## src/rtl/bcd_countdown_timer.sv

```systemverilog
// Three-decade BCD down-counter with load, start/pause and expiry pulse.
// Optional auto-reload turns it into a periodic tick divider.
module bcd_countdown_timer #(
  parameter bit AUTO_RELOAD = 1'b0
) (
  input  logic       clk,
  input  logic       reset,
  input  logic       load,
  input  logic [3:0] load_ones,
  input  logic [3:0] load_tens,
  input  logic [3:0] load_hundreds,
  input  logic       start,
  input  logic       pause,
  input  logic       enable,
  output logic [3:0] onesplace,
  output logic [3:0] tensplace,
  output logic [3:0] hundredsplace,
  output logic       running,
  output logic       done,
  output logic       load_err
);

  typedef enum logic [1:0] {
    IDLE = 2'd0,
    RUN  = 2'd1,
    HOLD = 2'd2
  } state_t;

  state_t     state_q, state_d;
  logic [3:0] ones_q, ones_d;
  logic [3:0] tens_q, tens_d;
  logic [3:0] hund_q, hund_d;
  logic [3:0] rl_ones_q, rl_ones_d;
  logic [3:0] rl_tens_q, rl_tens_d;
  logic [3:0] rl_hund_q, rl_hund_d;
  logic       run_q;
  logic       done_q, done_d;
  logic       err_q, err_d;

  logic [3:0] c_ones, c_tens, c_hund;
  logic       clamp;
  logic       is_zero, is_one;
  logic [3:0] dec_ones, dec_tens, dec_hund;

  // Clamp load digits and precompute the borrow-rippled decrement
  always_comb begin
    c_ones  = (load_ones > 4'd9) ? 4'd9 : load_ones;
    c_tens  = (load_tens > 4'd9) ? 4'd9 : load_tens;
    c_hund  = (load_hundreds > 4'd9) ? 4'd9 : load_hundreds;
    clamp   = (load_ones > 4'd9) | (load_tens > 4'd9)
            | (load_hundreds > 4'd9);
    is_zero = (ones_q == 4'd0) & (tens_q == 4'd0) & (hund_q == 4'd0);
    is_one  = (ones_q == 4'd1) & (tens_q == 4'd0) & (hund_q == 4'd0);
    dec_ones = (ones_q == 4'd0) ? 4'd9 : ones_q - 4'd1;
    dec_tens = tens_q;
    dec_hund = hund_q;
    if (ones_q == 4'd0) begin
      dec_tens = (tens_q == 4'd0) ? 4'd9 : tens_q - 4'd1;
      if (tens_q == 4'd0) begin
        dec_hund = (hund_q == 4'd0) ? 4'd0 : hund_q - 4'd1;
      end
    end
  end

  // Next-state: load > pause > start > enable decrement
  always_comb begin
    state_d   = state_q;
    ones_d    = ones_q;
    tens_d    = tens_q;
    hund_d    = hund_q;
    rl_ones_d = rl_ones_q;
    rl_tens_d = rl_tens_q;
    rl_hund_d = rl_hund_q;
    done_d    = 1'b0;
    err_d     = 1'b0;
    if (load) begin
      ones_d    = c_ones;
      tens_d    = c_tens;
      hund_d    = c_hund;
      rl_ones_d = c_ones;
      rl_tens_d = c_tens;
      rl_hund_d = c_hund;
      state_d   = IDLE;
      err_d     = clamp;
    end else begin
      unique case (state_q)
        IDLE: begin
          if (start && !is_zero) state_d = RUN;
        end
        RUN: begin
          if (pause) begin
            state_d = HOLD;
          end else if (enable) begin
            if (is_one) begin
              done_d = 1'b1;
              if (AUTO_RELOAD) begin
                ones_d = rl_ones_q;
                tens_d = rl_tens_q;
                hund_d = rl_hund_q;
              end else begin
                ones_d  = 4'd0;
                tens_d  = 4'd0;
                hund_d  = 4'd0;
                state_d = IDLE;
              end
            end else begin
              ones_d = dec_ones;
              tens_d = dec_tens;
              hund_d = dec_hund;
            end
          end
        end
        HOLD: begin
          if (start) state_d = RUN;
        end
        default: state_d = IDLE;
      endcase
    end
  end

  // State, digit and flag registers with synchronous reset
  always_ff @(posedge clk) begin
    if (reset) begin
      state_q   <= IDLE;
      ones_q    <= 4'd0;
      tens_q    <= 4'd0;
      hund_q    <= 4'd0;
      rl_ones_q <= 4'd0;
      rl_tens_q <= 4'd0;
      rl_hund_q <= 4'd0;
      run_q     <= 1'b0;
      done_q    <= 1'b0;
      err_q     <= 1'b0;
    end else begin
      state_q   <= state_d;
      ones_q    <= ones_d;
      tens_q    <= tens_d;
      hund_q    <= hund_d;
      rl_ones_q <= rl_ones_d;
      rl_tens_q <= rl_tens_d;
      rl_hund_q <= rl_hund_d;
      run_q     <= (state_d == RUN);
      done_q    <= done_d;
      err_q     <= err_d;
    end
  end

  assign onesplace     = ones_q;
  assign tensplace     = tens_q;
  assign hundredsplace = hund_q;
  assign running       = run_q;
  assign done          = done_q;
  assign load_err      = err_q;

endmodule
```

## config.mk

```make
export PLATFORM = sky130hd
export DESIGN_NAME = bcd_countdown_timer
export DESIGN_NICKNAME = d
export VERILOG_FILES = /design/src/rtl/bcd_countdown_timer.sv
export SDC_FILE = /design/constraint.sdc
export NUM_CORES = 1
export LEC_CHECK = 0
export ABC_AREA = 1
export BUFFER_PORTS_ARGS = -buffer_cell sky130_fd_sc_hd__buf_2
export CORE_MARGIN = 4
export CORE_UTILIZATION = 31
export CTS_BUF_LIST = sky130_fd_sc_hd__clkbuf_4 sky130_fd_sc_hd__clkbuf_8 sky130_fd_sc_hd__clkbuf_16
export DETAILED_ROUTE_END_ITERATION = 8
export SYNTH_ARGS = -nofsm -noshare
export SYNTH_HDL_FRONTEND = slang
export SYNTH_SLANG_ARGS = --single-unit
```

## constraint.sdc

```tcl
create_clock -name clk -period 1.9 [get_ports clk]
set_clock_uncertainty 0.2 [all_clocks]
set_input_delay 0.19 -clock clk [delete_from_list [all_inputs] [get_ports clk]]
set_output_delay 0.19 -clock clk [all_outputs]
set_load 0.03 [all_outputs]
```

==> flow_summary.ini, run 1 <==
[outcome]
status = finished clean

[die]
rows = 21
start_util = 0.332
fp.dieW_um = 68.7
pin_count = 33
dieHeight_um = 68.7
dieArea_mm2 = 0.00472
core_area_mm2 = 0.00344

[clock_tree]
cts-root-buf = clkbuf_8
clockBufferDepth = 2
cts_tree = yes
clk_pin_slew_ps = 70
clk_latency_ps = 250
clock_sinks = 17
h-tree-depth = 1
cts_buffers = 3
postCtsSetupBuffers = 0
hold_buffers = 0
post_cts_resized = 0

[hold_path]
hp-class = input pin to flop

[critical_path]
crit_arrival_ps = 1490
path_max_fanout = 6
crit_required_ps = 1880
critPathCaptureType = flop
crit_type = flop to flop
crit_buf_inv = 1
path_cells = nor2_2, inv_2, nor2_4, nand2_2, nand3_4, nand2_2, nand2_1, nand2_1, nor2_1
slowest_delay_ps = 350
crit_path_start_kind = flop
cp_slowest_cell = dfxtp_1
path_delay_family = simple AND/OR/NAND/NOR gates

[timing]
period_needed_ps = 1510
rsz0062_at_grt = no
fmax_ghz = 0.662
setup-tns-final_ps = 0
finalHoldViolCount = 0
final_max_slew_viol_count = 0
finalCritPeriodShare = 0.795
slew_headroom = 0.770
finalSetupViolCount = 0
worstMarginPinSlew_ps = 344
setup_ws_ps = 390

[global_routing]
grt_overflow = 0
grt_pass1_wl_um = 4750
grt_max_degree = 18
grt_use_total = 0.131
grt_busiest_layer = met2
grt_antenna_before_repair = 0
grtUsageMet1 = 0.180
grt_pass1_vias = 1062
met2_usage = 0.207
grt_use_met3 = 0.0357

[logic_synthesis]
syn_nets = 193
avgSynthCellArea_um2 = 6.53
syn_inst = 175
syn_area_mm2 = 0.00114
ys_types = 26
yosysSeqAreaShare = 0.298
ys_warn_count = 0
ys_ff_latch = 17

[place]
io_buffers = 32
placedInstanceArea_mm2 = 0.00134
dpl_worst_slack_ps = 365
dp_cells = 250
dp_hpwl_um = 2220
place_congestion = 0.802

[routing]
drtIter0Drc = 64
wl_per_cell_um = 11.4
vias = 1180
ant_nets = 0
dr.pass1.iters = 4
viasPerCell = 4.65
drc = 0
wirelength_um = 2880

[cells_and_area]
nNetsFinal = 227
drive_above_1_share = 0.308
finalInstanceArea_mm2 = 0.00139
area_growth_pct = 21.2
stdcell_count = 254
n_antenna_cell = 0

[power]
leakage_nw = 0.687
ir_worst_vdd_v = 0.000410
p_per_area_mw_per_mm2 = 767

[job]
drv_cap = 0
through the flow:
stage,power (W),util,hold slack [ps]
finish,0.00106,0.403,11.4
global placement,0.000797,0.389,276
floorplan,0.000703,-,59.1
detailed placement,0.000797,0.389,278
CTS,0.00108,0.403,3.81
global route,0.00114,0.403,20.2
placed cells by master (no fill, tap or decap):
cell / Yosys / routed
nor4_1: 1 / 1
inv_2: 11 / 11
o31ai_1: 1 / 1
clkinv_1: 1 / 1
nand3_4: 3 / 3
a31oi_1: 1 / 1
xor2_1: 1 / 1
o211ai_1: 1 / 1
nor3_1: 2 / 2
o21a_1: 3 / 3
o21ai_0: 11 / 11
clkinv_2: 0 / 1
nand2_4: 2 / 2
nor2_1: 26 / 26
dfxtp_1: 17 / 17
nand2_2: 5 / 5
inv_1: 13 / 13
nor2_2: 3 / 3
nand4_1: 1 / 1
clkbuf_8: 0 / 3
nand3_1: 14 / 14
nand2_1: 35 / 35
a21oi_1: 13 / 13
nand2_8: 1 / 1
nor2_4: 3 / 3
o21ai_1: 3 / 3
buf_2: 2 / 32
flip-flops by register name, summed over array words and instances (netlist names):
register       count
state_q            2
hundredsplace      4
tensplace          4
done               1
running            1
onesplace          4
load_err           1
worst reg2reg max path, cell delays in order, from the launching register on:
cell	delay (ps)
dfxtp_1	350
nor2_2	220
inv_2	70
nor2_4	140
nand2_2	80
nand3_4	120
nand2_2	60
nand2_1	60
nand2_1	40
nor2_1	100
path summary, 6_finish.rpt:
check                     from          endpoint  slack (ps)  cells after the start
hold / removal           reset      onesplace[2]          10                      2
setup / recovery  onesplace[0]  hundredsplace[0]         390                      9
hold reg to reg   tensplace[2]      tensplace[2]         350                      2
setup reg to reg  onesplace[0]  hundredsplace[0]         390                      9
logic make-up (layout without fill, tap and decap cells):
| logic type | count (synthesis) | in the layout | synth area share |
|---|---|---|---|
| AOI/OAI and AO/OA | 33 | 33 | 0.156 |
| xor gates and xnor gates | 1 | 1 | 0.00766 |
| buffers and inverters | 28 | 61 | 0.101 |
| DFF | 17 | 17 | 0.298 |
| and+or+nand+nor | 96 | 96 | 0.438 |
routing by layer:
layer,wire [µm],vias to the layer above
met5,0,-
met4,21,0
met3,159,4
met2,1270,33
met1,1430,512
li1,-,631
cell type report:
type                       count  area (µm²)
inverter                      25        93.8
clock buffer                   3        41.3
fill                         382        2060
multi-input combinational    130         688
timing repair buffer          32         160
clock inverter                 1        5.00
tap                           46        57.6
sequential                    17         340
synthesized netlist by cell type:
master    instances  share of area
o21ai_1           3          0.013
o21ai_0          11          0.048
inv_2            11          0.036
a31oi_1           1         0.0055
nand3_1          14          0.061
dfxtp_1          17           0.30
buf_6             1         0.0098
nand2_8           1          0.018
nand4_1           1         0.0055
nor3_1            2         0.0088
nand2_2           5          0.027
nand3_4           3          0.046
xor2_1            1         0.0077
a21oi_1          13          0.057
inv_1            13          0.043
nor2_1           26          0.085
nand2_1          35           0.11
clkinv_1          1         0.0033
buf_2             2         0.0088
o21a_1            3          0.020
o211ai_1          1         0.0066
nor2_4            3          0.030
o31ai_1           1         0.0066
nand2_4           2          0.020
nor4_1            1         0.0055
nor2_2            3          0.016
power breakdown:
part	total [W]	switching [W]	internal (W)	leakage, nW
logic	0.000374	0.000250	0.000124	0.521
clock network	0.000274	0.000129	0.000146	0.0255
registers	0.000414	0.0000290	0.000385	0.140
total	0.00106	0.000408	0.000655	0.687
Power figures use the tool's default switching activity.
==> run 2: changes to the inputs <==
Clock period 1.9 ns to 1.48 ns, I/O delays scaled along.
==> run 2 against run 1 <==
Flip-flop and latch count stayed put. Non-clock buffer count increased by 11. Critical path depth fell by 1. Cell count is 4.3% higher. Global-route usage is 0.35 points lower. Maximum frequency grew 4.8%. Core utilization is 3.5 points higher. Combinational power rose by 41%. Clock-buffer cell count is 1 higher. Wire length grew 0.90%. First-iteration DRC count is 31% lower. Largest power group unchanged.
==> flow_summary.ini, run 2 (synthesis gave the netlist of run 1 again) <==
[die]
rows = 21
dieArea_mm2 = 0.00472
start_util = 0.332
dieHeight_um = 68.7
core_area_mm2 = 0.00344
pin_count = 33
fp.dieW_um = 68.7

[clock_tree]
cts-root-buf = clkbuf_8
cts_tree = yes
cts_buffers = 3
postCtsSetupBuffers = 0
clockBufferDepth = 2
clk_pin_slew_ps = 70
h-tree-depth = 1
clock_sinks = 17
clk_latency_ps = 250

[power]
p_sw_w = 0.000524
sw_frac_of_total = 0.367
leakage_nw = 0.745
seq_power_share = 0.373
p_per_area_mw_per_mm2 = 946
ir_worst_vdd_v = 0.000366
p_clk_frac = 0.257
p_int_w = 0.000903
pwr-share-comb = 0.369

[global_routing]
grt_pass1_vias = 1026
grt_use_total = 0.128
grt_pass1_wl_um = 4550
grtUsageMet1 = 0.172
grt_use_met3 = 0.0276
grt_max_degree = 18
grt_overflow = 0
met2_usage = 0.205
grt_antenna_before_repair = 0
grt_busiest_layer = met2

[routing]
wl_per_cell_um = 11.0
vias = 1208
ant_nets = 0
wirelength_um = 2910
dr.pass1.iters = 4
viasPerCell = 4.56
drtIter0Drc = 44
drc = 0

[cells_and_area]
finalInstanceArea_mm2 = 0.00151
nFillCells = 372
layout_common_cells = 34 x nand2_1, 32 x buf_2, 24 x nor2_1
final_common_cell = nand2_1
drive_above_1_share = 0.384
area_growth_pct = 31.8
nNetsFinal = 238
n_antenna_cell = 0

[outcome]
status = finished clean

[job]
drv_cap = 0

[timing]
finalHoldViolCount = 0
finalCritPeriodShare = 0.973
rsz0062_at_grt = yes
final_max_slew_viol_count = 0
fmax_ghz = 0.694
finalSetupViolCount = 0
slew_headroom = 0.791
setup_ws_ps = 39.9
period_needed_ps = 1440
worstMarginPinSlew_ps = 310

[critical_path]
critPathCaptureType = flop
cp_slowest_cell = dfxtp_2
crit_type = flop to flop
crit_arrival_ps = 1380
crit_path_start_kind = flop
crit_required_ps = 1420
path_cells = inv_2, nand2_4, nor2_4, nand3_4, nand3_4, nand2_4, nor2_1, nor2_1
path_max_fanout = 6
slowest_delay_ps = 330

[place]
place_congestion = 0.797
dpl_worst_slack_ps = 36.4
dp_hpwl_um = 2270
io_buffers = 32
placedInstanceArea_mm2 = 0.00141

[hold_path]
hp-class = input pin to flop
==> run 2: cell types whose count changed in the layout (fill, tap and decap cells not counted), moves of 2 or more <==
cell / change
dfxtp_1: -9
o21ai_0: -2
nor2_1: -2
dfxtp_2: +9
dlygate4sd3_1: +3
buf_4: +8
o21ai_1: +2
==> run 2: final cells by class <==
class / count / area (µm²) / share of cell area
multi-input combinational: 130 / 706 / 0.468
tap: 46 / 57.6 / 0.0382
clock buffer: 4 / 48.8 / 0.0324
sequential: 17 / 352 / 0.233
inverter: 25 / 93.8 / 0.0622
timing repair buffer: 43 / 250 / 0.166
==> run 2: worst paths after layout <==
kind                      from            to  slack, ps  depth (start not counted)
hold reg to reg   onesplace[2]  onesplace[2]        310                          2
setup reg to reg  tensplace[0]  tensplace[3]         40                          8
setup / recovery  tensplace[0]  tensplace[3]         40                          8
hold / removal           start    state_q[0]         10                          3
==> run 2: repair_timing <==
| item | in CTS | in global routing |
|---|---|---|
| resized for setup | 0 | 7 |
| endpoints found under the hold margin | 3 | 0 |
| endpoints found under the setup margin | 0 | 13 |
| hold buffers | 3 | 0 |
==> run 2: power by group through the flow <==
| stage | logic [W] | registers [W] | clock network, W |
|---|---|---|---|
| 2_1_floorplan | 0.000295 | 0.000613 | 0 |
| 3_3_place_gp | 0.000515 | 0.000539 | 0 |
| 3_5_place_dp | 0.000512 | 0.000540 | 0 |
| 4_1_cts | 0.000519 | 0.000529 | 0.000380 |
| 5_1_grt | 0.000588 | 0.000538 | 0.000402 |
| 6_report | 0.000527 | 0.000533 | 0.000367 |
==> run 2: critical path, delay by kind of cell (launching register included) <==
family / cells / cell delay (ps)
flip-flops: 1 / 330
AND/OR/NAND/NOR: 7 / 710
buffers and inverters: 1 / 90
==> run 2: per-layer routing <==
layer,vias up,part of all wire,routed length (µm)
li1,654,-,-
met1,529,0.51,1480
met2,23,0.44,1280
met3,2,0.047,136
met4,0,0.0045,13
met5,-,0,0
==> run 2: metrics by stage <==
stage / utilization / hold WS, ps / instances / TNS, ps / power (W)
CTS: 0.433 / 5.64 / 265 / 0 / 0.00143
global placement: 0.410 / 231 / 258 / 0 / 0.00105
finish: 0.438 / 10.3 / 265 / 0 / 0.00143
detailed placement: 0.410 / 234 / 258 / 0 / 0.00105
floorplan: - / 9.65 / 175 / 0 / 0.000908
global route: 0.438 / 24.2 / 265 / -402 / 0.00153
